### src/rtl/bios_loader_pkg.sv
// bios_loader_pkg
// Shared types and constants for the HPS ioctl BIOS loader.
//   bl_state_t : loader sequencing states
//   bl_word_t  : one packed BIOS word plus its word address
//   PAD_BYTE   : filler for the high byte of an odd-length image
package bios_loader_pkg;

    typedef enum logic [1:0] {
        IDLE  = 2'd0,
        FILL  = 2'd1,
        DRAIN = 2'd2,
        DONE  = 2'd3
    } bl_state_t;

    localparam int BIOS_WORDS  = 8192;
    localparam int BIOS_ADDR_W = $clog2(BIOS_WORDS);

    typedef struct packed {
        logic [BIOS_ADDR_W-1:0] addr;
        logic [15:0]            data;
    } bl_word_t;

    localparam logic [7:0] PAD_BYTE = 8'hFF;

endpackage

### src/rtl/bios_word_fifo.sv
// bios_word_fifo
// Synchronous FIFO of bl_word_t entries with synchronous flush.
// Ports:
//   clk_sys, reset_n   : clock, async active-low reset
//   i_flush            : empty the FIFO (wins over push/pop)
//   i_push, i_data     : write one word
//   i_pop              : drop the head word
//   o_data             : head word (valid while !o_empty)
//   o_full, o_empty    : status
//   o_count            : occupancy, 0..DEPTH
module bios_word_fifo
    import bios_loader_pkg::*;
#(
    parameter int DEPTH = 16
)(
    input  logic                     clk_sys,
    input  logic                     reset_n,
    input  logic                     i_flush,
    input  logic                     i_push,
    input  bl_word_t                 i_data,
    input  logic                     i_pop,
    output bl_word_t                 o_data,
    output logic                     o_full,
    output logic                     o_empty,
    output logic [$clog2(DEPTH):0]   o_count
);

    localparam int PTR_W = $clog2(DEPTH);
    localparam int CNT_W = PTR_W + 1;

    bl_word_t          r_mem [DEPTH];
    logic [PTR_W-1:0]  r_wr_ptr;
    logic [PTR_W-1:0]  r_rd_ptr;
    logic [CNT_W-1:0]  r_count;
    logic              w_push;
    logic              w_pop;

    assign o_full  = (r_count == CNT_W'(DEPTH));
    assign o_empty = (r_count == '0);
    assign o_count = r_count;
    assign o_data  = r_mem[r_rd_ptr];

    assign w_push = i_push & ~o_full & ~i_flush;
    assign w_pop  = i_pop & ~o_empty & ~i_flush;

    always_ff @(posedge clk_sys) begin
        if (w_push) r_mem[r_wr_ptr] <= i_data;
    end

    always_ff @(posedge clk_sys or negedge reset_n) begin
        if (!reset_n) begin
            r_wr_ptr <= '0;
            r_rd_ptr <= '0;
            r_count  <= '0;
        end else if (i_flush) begin
            r_wr_ptr <= '0;
            r_rd_ptr <= '0;
            r_count  <= '0;
        end else begin
            if (w_push) r_wr_ptr <= r_wr_ptr + 1'b1;
            if (w_pop)  r_rd_ptr <= r_rd_ptr + 1'b1;
            case ({w_push, w_pop})
                2'b10:   r_count <= r_count + 1'b1;
                2'b01:   r_count <= r_count - 1'b1;
                default: r_count <= r_count;
            endcase
        end
    end

    // The wait hysteresis upstream leaves headroom; a push into a full
    // FIFO would silently lose a word.
    a_no_push_full: assert property (@(posedge clk_sys) disable iff (!reset_n)
        !(i_push && o_full && !i_flush));

endmodule

### src/rtl/bios_loader.sv
// bios_loader
// Packs the hps_io ioctl BIOS byte stream into 16-bit words, buffers them
// and hands them to the system BIOS write port at the bios_req rate.
// Ports:
//   clk_sys, reset_n                : clock, async active-low reset
//   ioctl_download/wr/addr/dout/index : hps_io download interface
//   ioctl_wait                      : back-pressure to hps_io
//   bios_addr, bios_din, bios_wr    : word presented to the system
//   bios_req                        : system accepts the presented word
//   bios_loaded, cpu_hold           : load status / CPU hold request
//   overflow                        : sticky, byte beyond port range dropped
//   checksum_ok                     : only with BIOS_LOADER_CHECKSUM_EN
// Optional: define BIOS_LOADER_CHECKSUM_EN to require an 8-bit byte sum
// of zero before declaring the image loaded.
//
// state | meaning
// IDLE  | no image, waiting for a matching download
// FILL  | download active, bytes packed into the FIFO
// DRAIN | download ended, flushing remaining words to the system
// DONE  | image transferred, bios_loaded high
module bios_loader
    import bios_loader_pkg::*;
#(
    parameter int         ADDR_W     = 13,
    parameter int         FIFO_DEPTH = 16,
    parameter logic [7:0] BIOS_INDEX = 8'h00
)(
    input  logic              clk_sys,
    input  logic              reset_n,
    input  logic              ioctl_download,
    input  logic              ioctl_wr,
    input  logic [24:0]       ioctl_addr,
    input  logic [7:0]        ioctl_dout,
    input  logic [7:0]        ioctl_index,
    output logic              ioctl_wait,
    output logic [ADDR_W-1:0] bios_addr,
    output logic [15:0]       bios_din,
    output logic              bios_wr,
    input  logic              bios_req,
    output logic              bios_loaded,
    output logic              cpu_hold,
    output logic              overflow
`ifdef BIOS_LOADER_CHECKSUM_EN
    ,
    output logic              checksum_ok
`endif
);

    localparam int   CNT_W   = $clog2(FIFO_DEPTH) + 1;
    localparam logic [CNT_W-1:0] WAIT_ON  = CNT_W'(FIFO_DEPTH - 2);
    localparam logic [CNT_W-1:0] WAIT_OFF = CNT_W'(FIFO_DEPTH - 4);

    bl_state_t              r_state;
    logic                   r_dl_q;
    logic [7:0]             r_lo;
    logic [BIOS_ADDR_W-1:0] r_lo_addr;
    logic                   r_half_valid;
    logic                   r_loaded;
    logic                   r_ovf;
    logic                   r_wait;
    logic                   r_wr;
    logic [ADDR_W-1:0]      r_addr;
    logic [15:0]            r_din;

    logic                   w_index_ok;
    logic                   w_start;
    logic                   w_end;
    logic                   w_cap;
    logic                   w_in_range;
    logic                   w_byte_ok;
    logic                   w_pad;
    logic                   w_push;
    logic                   w_pop;
    logic                   w_drained;
    logic                   w_sum_ok;
    bl_word_t               w_push_word;
    bl_word_t               w_fifo_out;
    logic                   w_fifo_full;
    logic                   w_fifo_empty;
    logic [CNT_W-1:0]       w_fifo_count;

    assign w_index_ok = (ioctl_index == BIOS_INDEX);
    assign w_start    = ioctl_download & ~r_dl_q & w_index_ok;
    assign w_end      = (r_state == FILL) & ~ioctl_download & r_dl_q;
    assign w_cap      = (r_state == FILL) & ioctl_wr & w_index_ok & ~w_end;
    assign w_in_range = (ioctl_addr[24:ADDR_W+1] == '0);
    assign w_byte_ok  = w_cap & w_in_range;
    assign w_pad      = w_end & r_half_valid;
    assign w_push     = (w_byte_ok & ioctl_addr[0]) | w_pad;

    always_comb begin
        w_push_word = '0;
        if (w_pad) begin
            w_push_word.addr = r_lo_addr;
            w_push_word.data = {PAD_BYTE, r_lo};
        end else begin
            w_push_word.addr = BIOS_ADDR_W'(ioctl_addr[ADDR_W:1]);
            w_push_word.data = {ioctl_dout, r_lo};
        end
    end

    // The output stage refills in the same cycle it is consumed, so a word
    // per bios_req pulse is sustained without a bubble.
    assign w_pop     = ~w_fifo_empty & (~r_wr | bios_req) & ~w_start;
    assign w_drained = (r_state == DRAIN) & w_fifo_empty & ~r_wr;

    bios_word_fifo #(.DEPTH(FIFO_DEPTH)) u_fifo (
        .clk_sys (clk_sys),
        .reset_n (reset_n),
        .i_flush (w_start),
        .i_push  (w_push),
        .i_data  (w_push_word),
        .i_pop   (w_pop),
        .o_data  (w_fifo_out),
        .o_full  (w_fifo_full),
        .o_empty (w_fifo_empty),
        .o_count (w_fifo_count)
    );

`ifdef BIOS_LOADER_CHECKSUM_EN
    logic [7:0] r_sum;
    logic       r_cksum_ok;

    always_ff @(posedge clk_sys or negedge reset_n) begin
        if (!reset_n) begin
            r_sum      <= '0;
            r_cksum_ok <= 1'b0;
        end else if (w_start) begin
            r_sum      <= '0;
            r_cksum_ok <= 1'b0;
        end else begin
            if (w_byte_ok)      r_sum <= r_sum + ioctl_dout;
            else if (w_pad)     r_sum <= r_sum + PAD_BYTE;
            if (w_drained)      r_cksum_ok <= (r_sum == 8'h00);
        end
    end

    assign w_sum_ok    = (r_sum == 8'h00);
    assign checksum_ok = r_cksum_ok;
`else
    assign w_sum_ok = 1'b1;
`endif

    always_ff @(posedge clk_sys or negedge reset_n) begin
        if (!reset_n) begin
            r_state      <= IDLE;
            r_dl_q       <= 1'b0;
            r_lo         <= '0;
            r_lo_addr    <= '0;
            r_half_valid <= 1'b0;
            r_loaded     <= 1'b0;
            r_ovf        <= 1'b0;
        end else begin
            r_dl_q <= ioctl_download;
            if (w_start) begin
                r_state      <= FILL;
                r_lo         <= '0;
                r_lo_addr    <= '0;
                r_half_valid <= 1'b0;
                r_loaded     <= 1'b0;
                r_ovf        <= 1'b0;
            end else begin
                case (r_state)
                    FILL: begin
                        if (w_end) begin
                            r_state      <= DRAIN;
                            r_half_valid <= 1'b0;
                        end else if (w_cap) begin
                            if (!w_in_range) begin
                                r_ovf <= 1'b1;
                            end else if (!ioctl_addr[0]) begin
                                r_lo         <= ioctl_dout;
                                r_lo_addr    <= BIOS_ADDR_W'(ioctl_addr[ADDR_W:1]);
                                r_half_valid <= 1'b1;
                            end else begin
                                r_half_valid <= 1'b0;
                            end
                        end
                    end
                    DRAIN: begin
                        if (w_drained) begin
                            if (w_sum_ok) begin
                                r_state  <= DONE;
                                r_loaded <= 1'b1;
                            end else begin
                                r_state  <= IDLE;
                            end
                        end
                    end
                    default: ;
                endcase
            end
        end
    end

    always_ff @(posedge clk_sys or negedge reset_n) begin
        if (!reset_n) begin
            r_wr   <= 1'b0;
            r_addr <= '0;
            r_din  <= '0;
        end else if (w_start) begin
            r_wr   <= 1'b0;
            r_addr <= '0;
            r_din  <= '0;
        end else if (w_pop) begin
            r_wr   <= 1'b1;
            r_addr <= ADDR_W'(w_fifo_out.addr);
            r_din  <= w_fifo_out.data;
        end else if (bios_req) begin
            r_wr   <= 1'b0;
        end
    end

    // Hysteresis keeps wait from chattering as the drain pops single words.
    always_ff @(posedge clk_sys or negedge reset_n) begin
        if (!reset_n) begin
            r_wait <= 1'b0;
        end else if (w_start) begin
            r_wait <= 1'b0;
        end else if (w_fifo_full || (w_fifo_count >= WAIT_ON)) begin
            r_wait <= 1'b1;
        end else if (w_fifo_count <= WAIT_OFF) begin
            r_wait <= 1'b0;
        end
    end

    assign ioctl_wait  = r_wait;
    assign bios_addr   = r_addr;
    assign bios_din    = r_din;
    assign bios_wr     = r_wr;
    assign bios_loaded = r_loaded;
    assign overflow    = r_ovf;
    assign cpu_hold    = ~r_loaded | (r_state == FILL) | (r_state == DRAIN);

endmodule

### config.mk
export PLATFORM = sky130hd
export DESIGN_NAME = bios_loader
export DESIGN_NICKNAME = d
export VERILOG_FILES = /design/src/rtl/bios_loader_pkg.sv /design/src/rtl/bios_word_fifo.sv /design/src/rtl/bios_loader.sv
export SDC_FILE = /design/constraint.sdc
export NUM_CORES = 1
export LEC_CHECK = 0
export CAP_MARGIN = 0
export CORE_MARGIN = 1.5
export CORE_UTILIZATION = 60
export DETAILED_ROUTE_END_ITERATION = 12
export DONT_BUFFER_PORTS = 1
export GPL_TIMING_DRIVEN = 0
export PLACE_DENSITY_LB_ADDON = 0.12
export SYNTH_ARGS = -nofsm -noshare
export SYNTH_HDL_FRONTEND = slang
export SYNTH_SLANG_ARGS = --single-unit
### constraint.sdc
create_clock -name clk_sys -period 11.8 [get_ports clk_sys]
set_input_delay 2.36 -clock clk_sys [delete_from_list [all_inputs] [get_ports clk_sys]]
set_output_delay 2.36 -clock clk_sys [all_outputs]
set_load 0.01 [all_outputs]
==> results of run 1 <==
worst max-delay path, stage by stage:
cell,delay (ns)
nor4_1,0.37
nand2_1,0.19
nor2_2,0.55
nor2_1,0.24
clkbuf_1,0.44
ha_1,0.45
xor2_1,0.18
ha_1,0.23
a211o_1,0.29
a21oi_1,0.14
a221oi_1,0.07
or3_1,0.32
a21oi_1,0.14
area by class of cell:
| cell class | count | area [µm²] | share of cell area (%) |
|---|---|---|---|
| Sequential cell | 535 | 15700 | 65.7 |
| Multi-Input combinational cell | 526 | 5190 | 21.7 |
| Clock buffer | 78 | 1480 | 6.20 |
| Tap cell | 455 | 569 | 2.38 |
| Buffer | 65 | 338 | 1.41 |
| Clock inverter | 22 | 319 | 1.33 |
| Timing Repair Buffer | 12 | 278 | 1.16 |
| Inverter | 8 | 30.0 | 0.126 |
| Antenna cell | 1 | 2.50 | 0.0105 |
synthesized netlist by cell type (11+ instances only):
| cell type | count | area, µm² |
|---|---|---|
| a32o_1 | 29 | 290 |
| nor2b_1 | 35 | 219 |
| dfrtp_1 | 71 | 1780 |
| a221oi_1 | 29 | 254 |
| mux2_2 | 69 | 777 |
| mux2i_1 | 80 | 801 |
| buf_2 | 17 | 85.1 |
| mux4_2 | 60 | 1350 |
| ha_1 | 11 | 138 |
| a211o_1 | 29 | 254 |
| nand2_1 | 15 | 56.3 |
| a21oi_1 | 17 | 85.1 |
| o22ai_1 | 28 | 175 |
| edfxtp_1 | 464 | 13900 |
| clkbuf_1 | 29 | 109 |
| nor2_1 | 37 | 139 |
| and3_1 | 11 | 68.8 |
| nand2b_1 | 12 | 75.1 |
metal layers:
layer,GRT usage [%],vias to the layer above
met5,0,-
met4,8.26,0
met3,4.88,93
met2,43.6,371
met1,37.3,5690
li1,-,4753
logic make-up (layout without fill, tap and decap cells):
group,count (synthesis),in the layout,synth area share [%]
DFF,535,535,74.0
muxes,209,209,13.8
AOI/OAI and AO/OA,152,152,5.68
and+or+nand+nor,147,147,3.84
buffers and inverters,73,185,1.73
adders and majority gates,11,11,0.648
xor gates and xnor gates,7,7,0.289
other,0,1,0
state kept, by name (all words and copies together) (netlist names):
register	count
u_fifo.r_mem	464
r_half_valid	1
r_state	2
bios_din	16
bios_wr	1
u_fifo.o_count	5
r_lo_addr	13
u_fifo.r_wr_ptr	4
u_fifo.r_rd_ptr	4
bios_addr	13
overflow	1
bios_loaded	1
r_dl_q	1
ioctl_wait	1
r_lo	8
power groups by stage:
stage	logic [mW]	clock network [mW]	registers, mW
2_1_floorplan	0.859	0	2.22
6_report	1.18	1.73	2.21
4_1_cts	1.19	1.75	2.21
3_3_place_gp	1.17	0	2.25
5_1_grt	1.27	1.82	2.22
3_5_place_dp	1.19	0	2.25
path summary, 6_finish.rpt:
kind,to,depth (start not counted)
worst max-delay path,u_fifo.o_count[4],13
worst min-delay path,r_lo_addr[1],2
worst max register to register,u_fifo.o_count[4],17
worst min register to register,r_lo_addr[1],2
max in group asynchronous,bios_din[3],0
min in group asynchronous,r_lo_addr[7],0
==> flow_summary.json, run 1 <==
{
  "status": "completed",
  "firstDrtPassIters": 5,
  "r2r_start": "r_state[1]",
  "ys_ff_latch": 535,
  "worst_ep_arrival_time_ns": 5.98,
  "tightest_slew_ns": 1.01,
  "period_share_pct": 46.6,
  "swShare_pct": 28.2,
  "cap_violations": 0,
  "syn_avg_cell_area_um2": 18.7,
  "root_buffer": "clkbuf_16",
  "ant_nets": 0,
  "min_period_ns": 5.50,
  "final_core_util_pct": 68.9,
  "grt_use_total_pct": 26.8,
  "crit_type": "in -> reg",
  "grt_max_degree": 72,
  "rows": 68,
  "die_w_um": 191,
  "fin_nets": 1258,
  "hold_path_startpoint": "r_lo_addr[1]",
  "start_kind": "input port",
  "cts_hold_buf": 0,
  "p_int_mw": 3.68,
  "ys_warn_count": 0,
  "htree_levels": 2,
  "pwr-share-comb_pct": 23.1,
  "drt-initial-drc-count": 1052,
  "route.layer.met1.wl_mm": 20.1,
  "met2_length_mm": 23.2,
  "ir_worst_vdd_uv": 139,
  "hold_path_class": "reg -> reg",
  "finalNonFillerCells": 1702,
  "final_cell_mix": "464 x edfxtp_1, 80 x mux2i_1, 71 x dfrtp_1",
  "drive_above_1_share_pct": 22.0,
  "final_area_um2": 23900,
  "wirelength_mm": 47.5,
  "synth_edf_count": 464,
  "dpl.hpwl_mm": 30.1,
  "cts-buffers-inserted": 53,
  "antenna_found_initial": 0,
  "worst_ep_required_time_ns": 12.28,
  "drv_slew": 0,
  "ys_seq_area_share_pct": 74.0,
  "pwr-share-seq_pct": 43.1,
  "synth_ff_type": "edfxtp_1",
  "clock_skew_ns": 0.0271,
  "finalHoldViolCount": 0,
  "met3_length_mm": 2.94,
  "startpoint": "ioctl_index[1]",
  "drt-wirelength-per-cell_um": 27.9,
  "path_max_fanout": 11,
  "fin_setup_tns_ns": 0,
  "ios": 80,
  "initial_core_util_pct": 61.2,
  "p_total_mw": 5.13,
  "netSwitchingPower_mw": 1.44,
  "setup_violations": 0,
  "grt_pass1_vias": 11200,
  "power_density_nw_per_um2": 214,
  "clk_pin_slew_ns": 0.06,
  "fmax_mhz": 182,
  "worst_slack_ns": 6.30,
  "leakagePower_nw": 7.75,
  "synthCells": 1134,
  "viasPerCell": 6.41,
  "slew_headroom_pct": 32.4,
  "syn-cell-area_um2": 21200,
  "post_cts_buffers": 0,
  "cp-end-kind": "register",
  "vias": 10900,
  "fillers": 2208,
  "layout_commonest_cell": "edfxtp_1",
  "syn_nets": 1191,
  "cts_tree": "done",
  "placed_area_um2": 22100,
  "synthDistinctLibCells": 51,
  "cts.sinks": 535,
  "drc_errors": 0,
  "routed.top_layer": "met4",
  "grt_overflow": 0,
  "ys_async_sr_fraction_pct": 13.3,
  "whs_ns": 0.515,
  "dieArea_um2": 36500,
  "ctsResizeCount": 0,
  "grt_pass1_wl_mm": 70.1,
  "portBuffers": 0,
  "syn_to_final_growth_pct": 12.7,
  "r2r_slack_ns": 7.53,
  "cts_buffer_depth": 3,
  "die_y_um": 191,
  "clock_power_share_pct": 33.8,
  "dp_slack_ns": 5.79,
  "dp.cells": 1601,
  "rsz0062_at_grt": "false",
  "core_um2": 34700,
  "insertion_delay_ns": 0.58,
  "gp_congestion": 0.752
}
(Power assumes the default switching activity.)
==> run 2, diff against run 1 <==
--- a/config.mk
+++ b/config.mk
@@ -7,7 +7,7 @@
 export LEC_CHECK = 0
 export CAP_MARGIN = 0
 export CORE_MARGIN = 1.5
-export CORE_UTILIZATION = 60
+export CORE_UTILIZATION = 57
 export DETAILED_ROUTE_END_ITERATION = 12
 export DONT_BUFFER_PORTS = 1
 export GPL_TIMING_DRIVEN = 0
==> constraint.sdc (replaced) <==
create_clock -name clk_sys -period 4.42 [get_ports clk_sys]
set_input_delay 0.884 -clock clk_sys [delete_from_list [all_inputs] [get_ports clk_sys]]
set_output_delay 0.884 -clock clk_sys [all_outputs]
set_load 0.01 [all_outputs]
==> run 2 against run 1 <==
- clock power is 150% higher
- highest routed layer unchanged
- final area fell by 0.28%
- hold slack worse by 0.35 ns
- die area is 5.2% higher
- flip-flop and latch count is the same
==> flow_summary.json, run 2 (same netlist as run 1, synthesis figures left out) <==
{
  "grt_use_total_pct": 26.2,
  "drt-wirelength-per-cell_um": 28.6,
  "seq_area_um2": 15700,
  "path_max_fanout": 10,
  "drt-initial-drc-count": 1002,
  "antenna_found_initial": 0,
  "dpl.hpwl_mm": 30.9,
  "dieArea_um2": 38400,
  "cap_violations": 0,
  "initial_core_util_pct": 58.0,
  "crit_type": "reg -> reg",
  "ios": 80,
  "route.layer.met1.wl_mm": 20.4,
  "drv_slew": 0,
  "met2_length_mm": 24.2,
  "final_cell_mix": "464 x edfxtp_1, 80 x mux2i_1, 71 x dfrtp_1",
  "vias": 10900,
  "tightest_slew_ns": 1.09,
  "syn_to_final_growth_pct": 12.4,
  "grt_overflow": 0,
  "gp_congestion": 0.760,
  "routed.top_layer": "met4",
  "largest_reg_flops": 464,
  "period_share_pct": 91.6,
  "hold_path_class": "in -> async",
  "insertion_delay_ns": 0.59,
  "r2r_start": "r_state[1]",
  "drive_above_1_share_pct": 22.4,
  "cts_buffer_depth": 3,
  "grt_pass1_wl_mm": 71.7,
  "core_um2": 36600,
  "status": "completed",
  "rr_worst_depth": 16,
  "grt_pass1_vias": 11100,
  "clk_pin_slew_ns": 0.07,
  "cts.sinks": 535,
  "fillers": 2513,
  "ant_nets": 0,
  "finalHoldViolCount": 0,
  "firstDrtPassIters": 6,
  "worst_ep_arrival_time_ns": 4.56,
  "die_w_um": 196,
  "cp-end-kind": "register",
  "die_y_um": 196,
  "dp.cells": 1616,
  "fmax_mhz": 247,
  "r2r_slack_ns": 0.37,
  "cts_tree": "done",
  "slew_headroom_pct": 27.6,
  "htree_levels": 2,
  "whs_ns": 0.163,
  "finalNonFillerCells": 1714,
  "root_buffer": "clkbuf_16",
  "clock_skew_ns": 0.0129,
  "leakagePower_nw": 7.70,
  "grt_max_degree": 72,
  "worst_ep_required_time_ns": 4.93,
  "rows": 70,
  "setup_violations": 0,
  "ir_worst_vdd_uv": 391,
  "wirelength_mm": 49.0,
  "rsz0062_at_grt": "false",
  "min_period_ns": 4.05,
  "portBuffers": 0,
  "r2r_end": "u_fifo.o_count[4]",
  "fin_nets": 1259,
  "multi_input_area_um2": 5200,
  "met3_length_mm": 3.25,
  "drc_errors": 0,
  "start_kind": "register",
  "layout_commonest_cell": "edfxtp_1",
  "cts-buffers-inserted": 52,
  "regMostFlops": "u_fifo.r_mem",
  "viasPerCell": 6.33,
  "power_density_nw_per_um2": 562,
  "post_cts_buffers": 0
}
## run 2: final cells by class
| class | count | area share [%] |
|---|---|---|
| clock buffer | 69 | 6.02 |
| timing repair buffer | 15 | 1.43 |
| sequential | 535 | 65.9 |
| multi-input combinational | 526 | 21.8 |
| clock inverter | 28 | 0.913 |
| buffer | 64 | 1.40 |
| inverter | 8 | 0.126 |
| antenna | 1 | 0.0105 |
| tap | 468 | 2.45 |
## run 2: timing repair
item,CTS,global route
hold buffers,1,0
gates resized for setup,0,0
hold endpoints to repair,71,0
endpoints found under the setup margin,0,1
## run 2: power by group
group	switching [mW]	leakage, nW	internal (mW)
Combinational	1.81	2.09	1.37
Sequential	0.240	4.79	5.66
Clock	1.85	0.819	2.46
Total	3.90	7.70	9.49
## run 2: how the worst max path moves through the flow
stage	start	endpoint	slack, ns	cells past startpoint
global placement	ioctl_download	u_fifo.r_mem[11][19]	-1.63	6
finish	r_state[1]	u_fifo.o_count[4]	0.37	16
global route	r_state[1]	u_fifo.o_count[4]	0.12	16
CTS	r_state[1]	u_fifo.o_count[4]	0.20	17
floorplan	ioctl_index[5]	u_fifo.r_mem[11][0]	0.59	5
detailed placement	ioctl_download	u_fifo.o_count[4]	0.06	15
## run 2: per-stage QoR
step                      power (mW)  instance area (µm²)  setup TNS (ns)  setup WS [ns]  util, %
after floorplan                 8.23                21200               0          0.595        -
after CTS                       13.5                23900               0          0.198     65.2
after global routing            13.9                23900               0          0.123     65.2
final                           13.4                23900               0          0.373     65.2
after global placement          9.16                21800         -172.01          -1.63     59.6
after detailed placement        9.19                22200               0         0.0605     60.6
## run 2: critical path, cell delays in order, from the launching register on
cell and delay, ns:
dfrtp_1 0.40, inv_1 0.06, ha_1 0.25, and3b_1 0.23
and2_1 0.60, a41oi_2 0.19, nor3_2 0.26, clkbuf_2 0.24
inv_1 0.08, ha_1 0.30, xor2_1 0.18, ha_1 0.22
a211o_1 0.27, a21oi_1 0.14, a221oi_1 0.07, or3_1 0.32
a21oi_1 0.15
## run 2: layer usage
layer | track usage, % | vias up
met5 | 0 | -
met4 | 7.46 | 0
met3 | 5.47 | 66
met2 | 43.2 | 395
met1 | 35.8 | 5648
li1 | - | 4749
==> run 3, diff against run 2 <==
--- a/config.mk
+++ b/config.mk
@@ -7,9 +7,11 @@
 export LEC_CHECK = 0
 export CAP_MARGIN = 0
 export CORE_MARGIN = 1.5
-export CORE_UTILIZATION = 57
+export CORE_UTILIZATION = 59
+export CTS_BUF_LIST = sky130_fd_sc_hd__clkbuf_8
 export DETAILED_ROUTE_END_ITERATION = 12
 export DONT_BUFFER_PORTS = 1
+export GPL_ROUTABILITY_DRIVEN = 0
 export GPL_TIMING_DRIVEN = 0
 export PLACE_DENSITY_LB_ADDON = 0.12
 export SYNTH_ARGS = -nofsm -noshare
==> run 3 against run 2 <==
- via count increased by 3.3%
- non-clock buffer count is the same
- clock-buffer cell count rose by 25
- fmax increased by 6.7%
- die area fell by 3.3%
- total power is 3.9% lower
- critical path depth unchanged
- clock skew up 0.014 ns
- setup slack improved by 0.25 ns
==> flow_summary.json, run 3 (same netlist as run 1, synthesis figures left out) <==
{
  "status": "completed",
  "firstDrtPassIters": 4,
  "critical-path-max-stage-delay_ns": 0.42,
  "crit_cells": 16,
  "crit_type": "reg -> reg",
  "ir_worst_vdd_uv": 303,
  "drc_errors": 0,
  "final_cell_mix": "464 x edfxtp_1, 94 x clkbuf_8, 80 x mux2i_1",
  "vias": 11200,
  "fin_nets": 1290,
  "multi_input_area_um2": 5200,
  "die_y_um": 193,
  "power_density_nw_per_um2": 543,
  "finalNonFillerCells": 1763,
  "drv_slew": 0,
  "portBuffers": 0,
  "grt_overflow": 0,
  "rr_worst_depth": 16,
  "grt.met2_usage_pct": 45.4,
  "hold_path_class": "in -> async",
  "post_cts_buffers": 0,
  "cap_violations": 0,
  "drive_above_1_share_pct": 23.2,
  "cp-end-kind": "register",
  "placed_area_um2": 22200,
  "tightest_slew_ns": 1.07,
  "dpl.hpwl_mm": 30.9,
  "die_w_um": 193,
  "drt-wirelength-per-cell_um": 28.3,
  "worst_ep_required_time_ns": 4.96,
  "cts_buffer_depth": 3,
  "regMostFlops": "u_fifo.r_mem",
  "grt_pass1_vias": 11400,
  "slew_headroom_pct": 28.9,
  "ant_nets": 0,
  "crit_path_end": "u_fifo.o_count[4]",
  "r2r_slack_ns": 0.63,
  "busiest_layer": "met2",
  "drt-initial-drc-count": 1098,
  "cp_common_cell": "ha_1",
  "path_max_fanout": 10,
  "clock_skew_ns": 0.0267,
  "period_share_pct": 85.8,
  "htree_levels": 3,
  "seq_area_um2": 15700,
  "crit_family": "simple AND/OR/NAND/NOR gates",
  "final_core_util_pct": 66.8,
  "insertion_delay_ns": 0.63,
  "clk_pin_slew_ns": 0.06,
  "finalHoldViolCount": 0,
  "syn_to_final_growth_pct": 11.7,
  "viasPerCell": 6.36,
  "cts.sinks": 535,
  "r2r_end": "u_fifo.o_count[4]",
  "leakagePower_nw": 7.84,
  "start_kind": "register",
  "rows": 69,
  "rsz0062_at_grt": "false",
  "grt_max_degree": 72,
  "grt_pass1_wl_mm": 73.0,
  "fmax_mhz": 264,
  "worst_ep_arrival_time_ns": 4.33,
  "cts_tree": "done",
  "setup_violations": 0,
  "largest_reg_flops": 464,
  "fillers": 2348,
  "ios": 80,
  "grt_use_met1_pct": 37.3,
  "antenna_found_initial": 0,
  "cts-buffers-inserted": 83,
  "initial_core_util_pct": 59.8,
  "dieArea_um2": 37100,
  "grt_util_met3_pct": 6.53,
  "crit_chain": "inv_1 > ha_1 > and3b_1 > and2_2 > a41oi_2 > nor3_2 > clkbuf_2 > inv_1 > ha_1 > xor2_1 > ha_1 > a211o_1 > a21oi_1 > a221oi_1 > or3_1 > a21oi_1",
  "dp_slack_ns": 0.0754,
  "core_um2": 35500,
  "wirelength_mm": 49.9,
  "min_period_ns": 3.79,
  "slowest_stage": "and2_2",
  "layout_commonest_cell": "edfxtp_1",
  "grt_use_total_pct": 28.1,
  "final_area_um2": 23700,
  "startpoint": "r_state[1]",
  "r2r_start": "r_state[1]",
  "dp.cells": 1609,
  "worst_slack_ns": 0.626,
  "root_buffer": "clkbuf_8",
  "critPathBufInv": 3
}
==> run 3: layout make-up <==
| cell class | instances | share of cell area [%] |
|---|---|---|
| sequential | 535 | 66.3 |
| inverter | 8 | 0.127 |
| multi-input combinational | 526 | 21.9 |
| antenna | 2 | 0.0211 |
| tap | 461 | 2.43 |
| clock inverter | 58 | 0.950 |
| clock buffer | 94 | 5.46 |
| buffer | 64 | 1.41 |
| timing repair buffer | 15 | 1.42 |
==> run 3: layer usage <==
metal,up-vias,routed length [µm]
met3,118,4040
met2,490,24200
li1,4827,-
met4,0,1660
met1,5783,20000
met5,-,0
==> run 3: how the worst min path moves through the flow <==
| stage | from | end | slack (ns) | cells after the start |
|---|---|---|---|---|
| global route | reset_n | bios_addr[10] | 0.17 | 1 |
| global placement | r_lo_addr[0] | r_lo_addr[0] | 0.50 | 2 |
| detailed placement | r_lo_addr[3] | r_lo_addr[3] | 0.51 | 2 |
| CTS | reset_n | bios_addr[10] | 0.16 | 1 |
| finish | reset_n | bios_addr[10] | 0.17 | 1 |
| floorplan | r_lo_addr[0] | r_lo_addr[0] | 0.48 | 2 |
==> run 3: power breakdown <==
part           switching [mW]  internal, mW  total, mW  leakage [nW]
Clock                    1.83          1.93       3.76         0.960
Combinational            1.83          1.37       3.21          2.09
Sequential              0.239          5.66       5.90          4.79
==> run 3: metrics by stage <==
stage | total power [mW] | TNS [ns] | hold slack, ns
after CTS | 13.0 | 0 | 0.164
after detailed placement | 9.22 | 0 | 0.505
final | 12.9 | 0 | 0.166
after global placement | 9.15 | -166.51 | 0.496
after global routing | 13.4 | 0 | 0.172
after floorplan | 8.23 | 0 | 0.480
==> run 3: repair_timing <==
| item | 4_1_cts | 5_1_grt |
|---|---|---|
| setup endpoints to repair | 0 | 1 |
| endpoints found under the hold margin | 71 | 0 |
| hold buffers | 1 | 0 |
| gates resized for setup | 0 | 1 |
